<file path="src/rtl/rot_arbiter.sv">
// Round-robin front end that shares one 8-bit rotate-right unit between two
// valid/ready requesters, with a one-entry output register tagged by requester.

module rot8 (
  input  logic [7:0] data,
  input  logic [2:0] amt,
  output logic [7:0] result
);

  logic [15:0] doubled;

  // Shifting the operand concatenated with itself wraps the low bits around.
  assign doubled = {data, data} >> amt;
  assign result  = doubled[7:0];

endmodule

module rot_arbiter #(
  parameter logic FIRST_PRIO = 1'b0
) (
  input  logic       clk,
  input  logic       reset_n,
  input  logic [1:0] req_valid,
  output logic [1:0] req_ready,
  input  logic [7:0] req_data0,
  input  logic [7:0] req_data1,
  input  logic [2:0] req_amt0,
  input  logic [2:0] req_amt1,
  input  logic       req_left0,
  input  logic       req_left1,
  output logic       out_valid,
  input  logic       out_ready,
  output logic [7:0] out_data,
  output logic       out_id,
  output logic [7:0] done_cnt
);

  typedef enum logic {
    EMPTY = 1'b0,
    FULL  = 1'b1
  } state_t;

  state_t     state;
  logic       last;
  logic       slot;
  logic [1:0] grant;
  logic       gid;
  logic       accept;
  logic       out_xfer;
  logic [7:0] sel_data;
  logic [2:0] sel_amt;
  logic       sel_left;
  logic [2:0] rot_amt;
  logic [7:0] rot_data;

  assign out_valid = (state == FULL);
  assign slot      = !out_valid || out_ready;
  assign out_xfer  = out_valid && out_ready;

  // Under contention the requester that did not win last time goes next.
  always_comb begin
    grant = 2'b00;
    case (req_valid)
      2'b01:   grant = 2'b01;
      2'b10:   grant = 2'b10;
      2'b11:   grant = last ? 2'b01 : 2'b10;
      default: grant = 2'b00;
    endcase
  end

  assign req_ready = (slot && reset_n) ? grant : 2'b00;
  assign accept    = |(req_valid & req_ready);
  assign gid       = grant[1];

  assign sel_data = gid ? req_data1 : req_data0;
  assign sel_amt  = gid ? req_amt1  : req_amt0;
  assign sel_left = gid ? req_left1 : req_left0;

  // A left rotate by n is a right rotate by (8 - n) mod 8.
  assign rot_amt = sel_left ? (3'd0 - sel_amt) : sel_amt;

  rot8 u_rot8 (
    .data   (sel_data),
    .amt    (rot_amt),
    .result (rot_data)
  );

  always_ff @(posedge clk) begin
    if (!reset_n) begin
      state    <= EMPTY;
      out_data <= 8'h00;
      out_id   <= 1'b0;
      last     <= ~FIRST_PRIO;
      done_cnt <= 8'h00;
    end else begin
      if (out_xfer) begin
        done_cnt <= done_cnt + 8'd1;
      end
      if (accept) begin
        state    <= FULL;
        out_data <= rot_data;
        out_id   <= gid;
        last     <= gid;
      end else if (out_xfer) begin
        state <= EMPTY;
      end
    end
  end

endmodule

</file>
<file path="config.mk">
export PLATFORM = sky130hd
export DESIGN_NAME = rot_arbiter
export DESIGN_NICKNAME = d
export VERILOG_FILES = /design/src/rtl/rot_arbiter.sv
export SDC_FILE = /design/constraint.sdc
export NUM_CORES = 1
export LEC_CHECK = 0
export ABC_AREA = 1
export BUFFER_PORTS_ARGS = -buffer_cell sky130_fd_sc_hd__buf_2
export CAP_MARGIN = 10
export CORE_MARGIN = 1
export CORE_UTILIZATION = 49
export CTS_CLUSTER_SIZE = 30
export DETAILED_ROUTE_END_ITERATION = 8
export PLACE_DENSITY = 0.79
export SLEW_MARGIN = 5
export SYNTH_ARGS = -nofsm -noshare
export SYNTH_HDL_FRONTEND = slang
export SYNTH_SLANG_ARGS = --single-unit
export TNS_END_PERCENT = 5
</file>
<file path="constraint.sdc">
create_clock -name clk -period 1.74 [get_ports clk]
set_input_delay 0.174 -clock clk [delete_from_list [all_inputs] [get_ports clk]]
set_output_delay 0.174 -clock clk [all_outputs]
set_load 0.05 [all_outputs]
</file>
; After elaboration in Yosys (flattened, before gate mapping)
; Index checks and enable logic that the tools add are counted.
[classes]
n_addsub = 2
muxes = 9
bitwise_logic = 1
reduce_logical = 6
n_shift = 1
n_eq_ne = 3
[ops]
columns = operator, n
row1 = >> shifter 16 x 3 -> 8 bit, 1
row2 = adder 8 x 1 -> 8 bit (second input constant), 1
row3 = 2-to-1 mux 8 bit, 1
row4 = 2-to-1 mux 3 bit, 2
row5 = one-hot mux 2 bit (3 select lines), 1
row6 = equality test 2 bit (second input constant), 2
row7 = 2-to-1 mux 2 bit, 2
row8 = 2-to-1 mux 1 bit, 3
row9 = subtractor 1 x 3 -> 3 bit (first input constant), 1
row10 = bitwise AND 2 bit, 1
row11 = equality test 2 x 1 -> 1 bit (second input constant), 1
row12 = logical AND 1 bit, 2
row13 = nonzero test 2 bit, 1
row14 = OR reduction 2 bit, 1
row15 = logical NOT 1 bit, 1
row16 = logical OR 1 bit, 1
[totals]
regBits = 19
word_cells = 27
out_inout_bits = 20

; Depth between registers and ports, before layout
; Gate-level depths: netlist of run 1.
[depth]
word_depth = 7
mapped_depth = 12
ltp_nobuf = 12

; Modules after synthesis
; Synthesis of run 1 repeated with hierarchy kept, for this count alone.
[hier_totals]
hier_cells = 237
hier_area_um2 = 1432.6
[modules_own_cells]
columns = module, area_per_inst_um2, cells_per_inst, instances
row1 = rot_arbiter, 1096.1, 175, 1
row2 = rot8, 336.6, 62, 1

; Least setup slack after synthesis of run 1
; OpenSTA, ideal clock, no wires.
[synth_path]
path_type = reg2reg
start = register state, in the netlist out_valid
end = register last
path_slack_ps = 35
arrival_time_ps = 1641
period_less_slack_ps = 1705
path_stages_with_launch = 6
cell_sequence = dfxtp_1 nand2_1 nand2_1 nor2_1 inv_1 nand3_1
[synth_between]
elab_chain_len = 6
[synth_lines]
columns = element, line
row1 = "start, declared", 43  ; state_t state;
row2 = "start signal, assigned", 90  ; state <= EMPTY;
row3 = "start signal, assigned", 100  ; state <= FULL;
row4 = "start signal, assigned", 105  ; state <= EMPTY;
row5 = logical NOT 1 bit, 57  ; assign slot = !out_valid || out_ready;
row6 = logical OR 1 bit, 57
row7 = logical AND 1 bit, 71  ; assign req_ready = (slot && reset_n) ? grant : 2'b00;
row8 = 2-to-1 mux 2 bit, 71
row9 = net req_ready[1], 24  ; output logic [1:0] req_ready,
row10 = bitwise AND 2 bit, 72  ; assign accept = |(req_valid & req_ready);
row11 = OR reduction 2 bit, 72
row12 = "end signal, assigned", 93  ; last <= ~FIRST_PRIO;
row13 = "end signal, assigned", 103  ; last <= gid;
row14 = "end, declared", 44  ; logic last;
; The timed path passes the listed nets, and every way through them passes these cells.
; A chain may end at the register's enable or synchronous reset.

; Worst setup path in the final report of run 1
[layout_path]
start = register last
end = register out_data[5]
[layout_between]
elab_chain_len = 6
word_cells_on_any_way = 11
cone_classes = add/sub (1) / shift (1) / mux (7) / bitwise (1) / reduce/logical (1)
[layout_lines]
columns = element, line
row1 = 2-to-1 mux 2 bit (*), 66  ; 2'b11: grant = last ? 2'b01 : 2'b10;
row2 = one-hot mux 2 bit (3 select lines) (*), 63  ; case (req_valid)
row3 = 2-to-1 mux 3 bit, 76  ; assign sel_amt = gid ? req_amt1 : req_amt0;
row4 = subtractor 1 x 3 -> 3 bit, 80  ; assign rot_amt = sel_left ? (3'd0 - sel_amt) : sel_amt;
row5 = 2-to-1 mux 3 bit, 80
row6 = >> shifter 16 x 3 -> 8 bit, 13  ; assign doubled = {data, data} >> amt;
row7 = "end signal, assigned", 101  ; out_data <= rot_data;
row8 = "end, declared", 33  ; output logic [7:0] out_data,
; Mark *: on every way between the ends. The rest lies on a longest branch, timed or not.

==> key figures, run 1 <==
Die
  • Die W: roughly 54 um
  • Starting density of the core: 0.532
  • Die ar.: 2950 sq um
  • # IOs: just under 50
  • Cell row count: 18
  • Core area: between 2000 and 3000 sq um
  • Die Ht: around 54 um

Layout
  • Fin area: 1710 sq um
  • Leading cell type in the layout, fill and taps excluded: nand2_1
  • Ant. Diodes: 0
  • Final Util: 0.679
  • Share of cells above drive strength 1: 0.310
  • Filler cells: 253
  • Most frequent cells in the layout: nand2_1 (77), buf_2 (48), nand3_1 (40)
  • Final Instance Count excl. Fillers: between 300 and 400
  • Fin nets: a little over 300
  • Layout area overhead: 27.6%

Placement
  • IO Port Bufs: 48
  • Post-placement cell count: 294
  • Placed cell areas: around 1600 sq um
  • DPL Wire Length: about 2400 um
  • GPL Wtd Cong: between 0.7 and 0.8

Synthesis
  • Synth Instances: around 220
  • Mapped Area: ~1300 sq um
  • Post-synth EDFFs: 0
  • Syn Nets: approximately 250
  • Synth warn: 0
  • Largest cells by area after synthesis: dfxtp_1 (28%), nand2_1 (23%), nand3_1 (15%)
  • Seq/Total Area, Yosys: 0.284
  • Ys flop type: dfxtp_1
  • Post-synthesis register bit count: 19
  • Mean Syn Cell Area: a little over 6 sq um
  • Yosys top cell by area: dfxtp_1
  • Async SR Flop Fraction: 0
  • Synth unique cells: 25
  • Synth top area share: 0.284

Detailed routing
  • Total via count after detailed routing: roughly 1,500
  • Number of DRC violations after detailed-routing iteration 0: 26
  • Vias/cell: ~5.1
  • Antenna-violating nets left: 0
  • Drt pass-1 iters: 4
  • WL per Instance: roughly 11 um
  • DRC: 0
  • Detailed Route WL: approximately 3200 um

Timing
  • Tmin final: around 1.6 ns
  • FMAX: 628 MHz
  • Final setup vio count: 0
  • Worst slew margin: 0.708
  • Worst-Margin Slew: about 0.43 ns
  • Final Max Tran Viols: 0
  • TNS Setup: 0 ns
  • Hold slack: approximately 0.14 ns
  • Period utilization: 0.916
  • Hold Fails Final Rpt: 0
  • Clk_skew: 0.00741 ns

Global route
  • Gr usage total: 0.230
  • First-pass GRT wire length: around 5000 um
  • Vias in the first global route: 1,253
  • GR Overflow Total: 0
  • Antenna violations before repair: 0
  • Largest net degree at the start of global routing: 13

Power
  • Leakage power: approximately 0.91 nW
  • IR drop worst, VDD: about 0.00072 V
  • Pwr/cell area: between 700 and 800 nW/um^2

Min path
  • Worst Hold Class: input pin to register

Worst setup path
  • Slowest stage delay, CP: a little under 0.4 ns
  • Critical path launch point type: register
  • Slowest cell on crit path: dfxtp_4
  • Nature of the critical path endpoint: register
  • Crit path required time: between 1.5 and 2 ns
  • Kind of critical path: register to register
  • CP Cell Sequence: a21o_2 -> nand2_1 -> nand2_4 -> nand2_1 -> nand3_2 -> nand3_1 -> nand3_1 -> nand3_1 -> a21oi_1
  • Critical path arrival: 1.77 ns
  • Crit-path max FO: 10
  • Cell mode on critical path: nand3_1

Clocking
  • Clock transition at path regs: approximately 0.11 ns
  • Clk root buf: clkbuf_4
  • Worst skew pair latency: 0.30 ns
  • Clock buffer depth: 2
  • TritonCTS clock tree: done
  • # clock sinks: 19
  • H-Tree Depth: 1
  • TritonCTS buffer count: 3
  • Cts hold-fix bufs: 0

Job
  • # Max-Cap Violations: 0

Outcome
  • Run status: complete, no violations
==> synthesized netlist by cell type, types with 3 or more instances <==
master   number
a21oi_1      13
buf_6         3
dfxtp_1      19
inv_1        16
nand2_1      81
nand2_2       5
nand3_1      40
nand3_2       5
nor2_1        8
nor3_1        3
o21ai_0       7
==> worst max-delay path, delay by kind of cell, from the launching register on <==
| family | cells | cell delay, ns |
|---|---|---|
| AO/OA/AOI/OAI | 2 | 0.29 |
| flip-flops | 1 | 0.39 |
| AND/OR/NAND/NOR | 7 | 0.78 |
==> layout make-up <==
cell class / instances / area [sq um] / area share
Multi-Input combinational cell: 176 / 900 / 0.526
Sequential cell: 19 / 384 / 0.224
Timing Repair Buffer: 52 / 283 / 0.165
Inverter: 20 / 80.1 / 0.0468
Tap cell: 30 / 37.5 / 0.0219
Clock buffer: 3 / 22.5 / 0.0132
Clock inverter: 1 / 5.00 / 0.00292
==> through the flow <==
stage,total power [mW],worst slack (ns)
detailed placement,0.984,0.0543
finish,1.23,0.146
CTS,1.20,0.0251
global placement,0.980,0.0853
floorplan,0.875,0.0352
global route,1.33,-0.0158
==> final timing paths <==
path                start          end  slack [ns]  cells after the start
setup reg to reg     last  out_data[5]        0.15                      9
setup / recovery     last  out_data[5]        0.15                      9
hold reg to reg    out_id       out_id        0.47                      2
hold / removal    reset_n         last        0.14                      2
==> routing by layer <==
layer  up-vias  GRT usage  routed length, um
met1       681      0.302               1460
met2        41      0.384               1550
met3         2     0.0611                151
met5         -          0                  0
li1        820          -                  -
met4         0     0.0256                  9
==> report_power, final <==
group	internal (mW)	total [mW]	leakage, nW	switching, mW
sequential	0.462	0.480	0.155	0.0181
combinational	0.176	0.530	0.739	0.355
clock	0.0856	0.222	0.0177	0.136
total	0.724	1.23	0.912	0.509
==> state kept, by name, indices dropped and copies added, names as in the netlist <==
register and flops:
done_cnt 8, out_id 1, last 1, out_data 8, out_valid 1
==> cell families after synthesis <==
kind of cell,count (synthesis),synth area share
buffers and inverters,24,0.0877
flip-flops,19,0.284
adder cells (fa/ha/maj),1,0.00933
AO/OA/AOI/OAI,24,0.106
AND/OR/NAND/NOR,148,0.507
XOR/XNOR,1,0.00653
==> what timing repair did <==
item,CTS,global route
setup endpoints to repair,0,8
resized for setup,0,11
buffers inserted,0,1
(Power assumes the default switching activity.)
==> run 2: changes to the inputs <==
- ABC_AREA: 1 -> not set
- CORE_UTILIZATION: 49 -> 50
- PLACE_DENSITY: 0.79 -> 0.8
==> run 2 against run 1 <==
Sequential share of layout area rose by 0.39 points. Sequential power is 3% higher. Wire length up 7.5%. Synthesized cell count down 25%. Largest cell class unchanged. Highest routed layer unchanged.
==> key figures, run 2 <==
Timing
  • FMAX: 637 MHz (was 628 MHz)
  • Final Max Tran Viols: 0 (unchanged)
  • Worst-Margin Slew: 0.469 ns (was 0.434 ns)
  • Tmin final: 1.57 ns (was 1.59 ns)
  • Final setup vio count: 0 (unchanged)
  • RSZ-0062 raised after global routing: no
  • Clk_skew: 0.00314 ns (was 0.00741 ns)
  • Period utilization: 0.902 (was 0.916)
  • Hold Fails Final Rpt: 0 (unchanged)
  • Post-route worst setup slack: 0.170 ns (was 0.146 ns)
  • Worst slew margin: 0.686 (was 0.708)
  • TNS Setup: 0 ns (unchanged)

Synthesis
  • Synth top area share: 0.267 (was 0.284)
  • Seq/Total Area, Yosys: 0.267 (was 0.284)
  • Largest cells by area after synthesis: dfxtp_1 (27%), mux2i_1 (12%), nor4_1 (7.0%) (was dfxtp_1 (28%), nand2_1 (23%), nand3_1 (15%))
  • Post-synth EDFFs: 0 (unchanged)
  • Syn Nets: 192 (was 247)
  • Post-synthesis register bit count: 19 (unchanged)
  • Post-synth top cells: dfxtp_1 (19), mux2i_1 (17), nor4_1 (16) (was nand2_1 (81), nand3_1 (40), dfxtp_1 (19))
  • Synth warn: 0 (unchanged)
  • Mapped Area: 1430 sq um (was 1340 sq um)
  • Synth Instances: 162 (was 217)
  • Synth unique cells: 40 (was 25)
  • Ys flop type: dfxtp_1 (unchanged)
  • Most frequent cell after synthesis: dfxtp_1 (was nand2_1)
  • Mean Syn Cell Area: 8.80 sq um (was 6.18 sq um)
  • Yosys top cell by area: dfxtp_1 (unchanged)
  • Async SR Flop Fraction: 0 (unchanged)

Detailed routing
  • Number of DRC violations after detailed-routing iteration 0: 58 (was 26)
  • Antenna-violating nets left: 0 (unchanged)
  • DRC: 0 (unchanged)
  • Detailed Route WL: 3410 um (was 3170 um)
  • Drt pass-1 iters: 4 (unchanged)
  • Total via count after detailed routing: 1,398 (was 1,544)
  • Vias/cell: 5.92 (was 5.13)
  • WL per Instance: 14.4 um (was 10.5 um)

Layout
  • Most frequent cells in the layout: buf_2 (48), mux2i_1 (17), nor4_1 (16) (was nand2_1 (77), buf_2 (48), nand3_1 (40))
  • Share of cells above drive strength 1: 0.364 (was 0.310)
  • Fin nets: 237 (was 302)
  • Fin area: 1690 sq um (was 1710 sq um)
  • Ant. Diodes: 0 (unchanged)
  • Layout area overhead: 18.4% (was 27.6%)
  • Largest regs: done_cnt (8), out_data (8) (unchanged)
  • Leading cell type in the layout, fill and taps excluded: buf_2 (was nand2_1)

Global route
  • Vias in the first global route: 1,295 (was 1,253)
  • Largest net degree at the start of global routing: 17 (was 13)
  • GR Overflow Total: 0 (unchanged)
  • First-pass GRT wire length: 5750 um (was 5080 um)
  • Antenna violations before repair: 0 (unchanged)
  • Gr usage total: 0.228 (was 0.230)

Die
  • Starting density of the core: 0.550 (was 0.532)
  • Core area: 2590 sq um (was 2520 sq um)
  • Die ar.: 3070 sq um (was 2950 sq um)
  • Die Ht: 55.4 um (was 54.3 um)
  • # IOs: 49 (unchanged)
  • Cell row count: 18 (unchanged)
  • Die W: 55.4 um (was 54.3 um)

Placement
  • Pre-CTS WS: 0.0742 ns (was 0.0543 ns)
  • Placed cell areas: 1660 sq um (was 1600 sq um)
  • GPL Wtd Cong: 0.786 (was 0.796)
  • IO Port Bufs: 48 (unchanged)
  • DPL Wire Length: 2760 um (was 2390 um)

Clocking
  • H-Tree Depth: 1 (unchanged)
  • Worst skew pair latency: 0.30 ns (about the same)
  • Clock buffer depth: 2 (unchanged)
  • Cts hold-fix bufs: 0 (unchanged)
  • Clk root buf: clkbuf_4 (unchanged)
  • TritonCTS buffer count: 3 (unchanged)
  • # clock sinks: 19 (unchanged)
  • Clock transition at path regs: 0.10 ns (was 0.11 ns)
  • TritonCTS clock tree: done (unchanged)

Outcome
  • Run status: complete, no violations (unchanged)

Worst setup path
  • Kind of critical path: register to register (unchanged)
  • Critical path launch point type: register (unchanged)
  • Slowest cell on crit path: nor4_2 (was dfxtp_4)
  • Crit path required time: 1.90 ns (was 1.91 ns)
  • Crit-path max FO: 15 (was 10)
  • CP Cell Sequence: nand2_1 -> nand2_2 -> buf_12 -> nor3_1 -> nor4_2 -> o221ai_1 (was a21o_2 -> nand2_1 -> nand2_4 -> nand2_1 -> nand3_2 -> nand3_1 -> nand3_1 -> nand3_1 -> a21oi_1)
  • Critical path arrival: 1.73 ns (was 1.77 ns)
  • Nature of the critical path endpoint: register (unchanged)
  • Slowest stage delay, CP: 0.42 ns (was 0.39 ns)

Power
  • Leakage power: 0.723 nW (was 0.912 nW)
  • IR drop worst, VDD: 0.000738 V (was 0.000718 V)
  • Pwr/cell area: 694 nW/um^2 (was 720 nW/um^2)

Job
  • # Max-Cap Violations: 0 (unchanged)

Min path
  • Worst Hold Class: input pin to register (unchanged)
[run 2: cell count changes after synthesis, sizes merged, moves of 6 or more]
cell,previous run,this run
nand2,88,13
nor4,0,24
xnor2,0,8
inv,19,3
o221ai,0,8
and2,0,6
a21oi,14,2
nand3,45,5
nor3,3,16
mux2i,0,17
[run 2: layout make-up]
type,count,area (sq um)
Inverter,3,11.3
Multi-Input combinational cell,130,960
Fill cell,229,902
Tap cell,30,37.5
Sequential cell,19,385
Clock buffer,4,26.3
Timing Repair Buffer,50,268
[run 2: path summary, 6_finish.rpt]
check,depth (start not counted),start,to,slack (ns)
min,2,reset_n,last,0.15
min reg2reg,1,out_id,out_id,0.47
max reg2reg,6,last,out_data[0],0.17
max,6,last,out_data[0],0.17
[run 2: where the power goes]
part	total (mW)	switching [mW]	internal, mW	leakage (nW)
clock network	0.221	0.132	0.0893	0.0150
logic	0.458	0.304	0.154	0.551
registers	0.492	0.0229	0.469	0.157
total	1.17	0.459	0.712	0.723
[run 2: critical path, delay by kind of cell, from the launching register on]
family,cells,cell delay [ns]
compound gates,1,0.18
buf+inv,1,0.15
flops,1,0.40
simple gates,4,0.70
[run 2: logic make-up (layout without fill, tap and decap cells)]
logic type / Yosys count / count (layout) / share of synthesized area
AND/OR/NAND/NOR: 82 / 82 / 0.374
AO/OA/AOI/OAI: 22 / 22 / 0.122
flip-flops: 19 / 19 / 0.267
multiplexers: 17 / 17 / 0.119
buffers and inverters: 13 / 57 / 0.0597
XOR/XNOR: 8 / 8 / 0.0492
adder cells (fa/ha/maj): 1 / 1 / 0.00878
[run 2: metal layers]
| layer | vias up | track usage | wire [um] |
|---|---|---|---|
| met5 | - | 0 | 0 |
| met4 | 0 | 0.0321 | 9 |
| met1 | 638 | 0.298 | 1490 |
| li1 | 702 | - | - |
| met2 | 56 | 0.394 | 1710 |
| met3 | 2 | 0.0468 | 195 |
[run 2: stage by stage]
step	util	hold WS, ns	cells	total power, mW
floorplan	-	0.343	162	0.840
global placement	0.642	0.433	232	0.941
detailed placement	0.642	0.443	232	0.956
CTS	0.652	0.151	236	1.17
global route	0.652	0.175	236	1.23
finish	0.652	0.154	236	1.17
[run 2: what timing repair did]
action                                  in CTS  in global routing
endpoints found under the setup margin       0                  2
buffers inserted                             0                  0
resized for setup                            0                  1
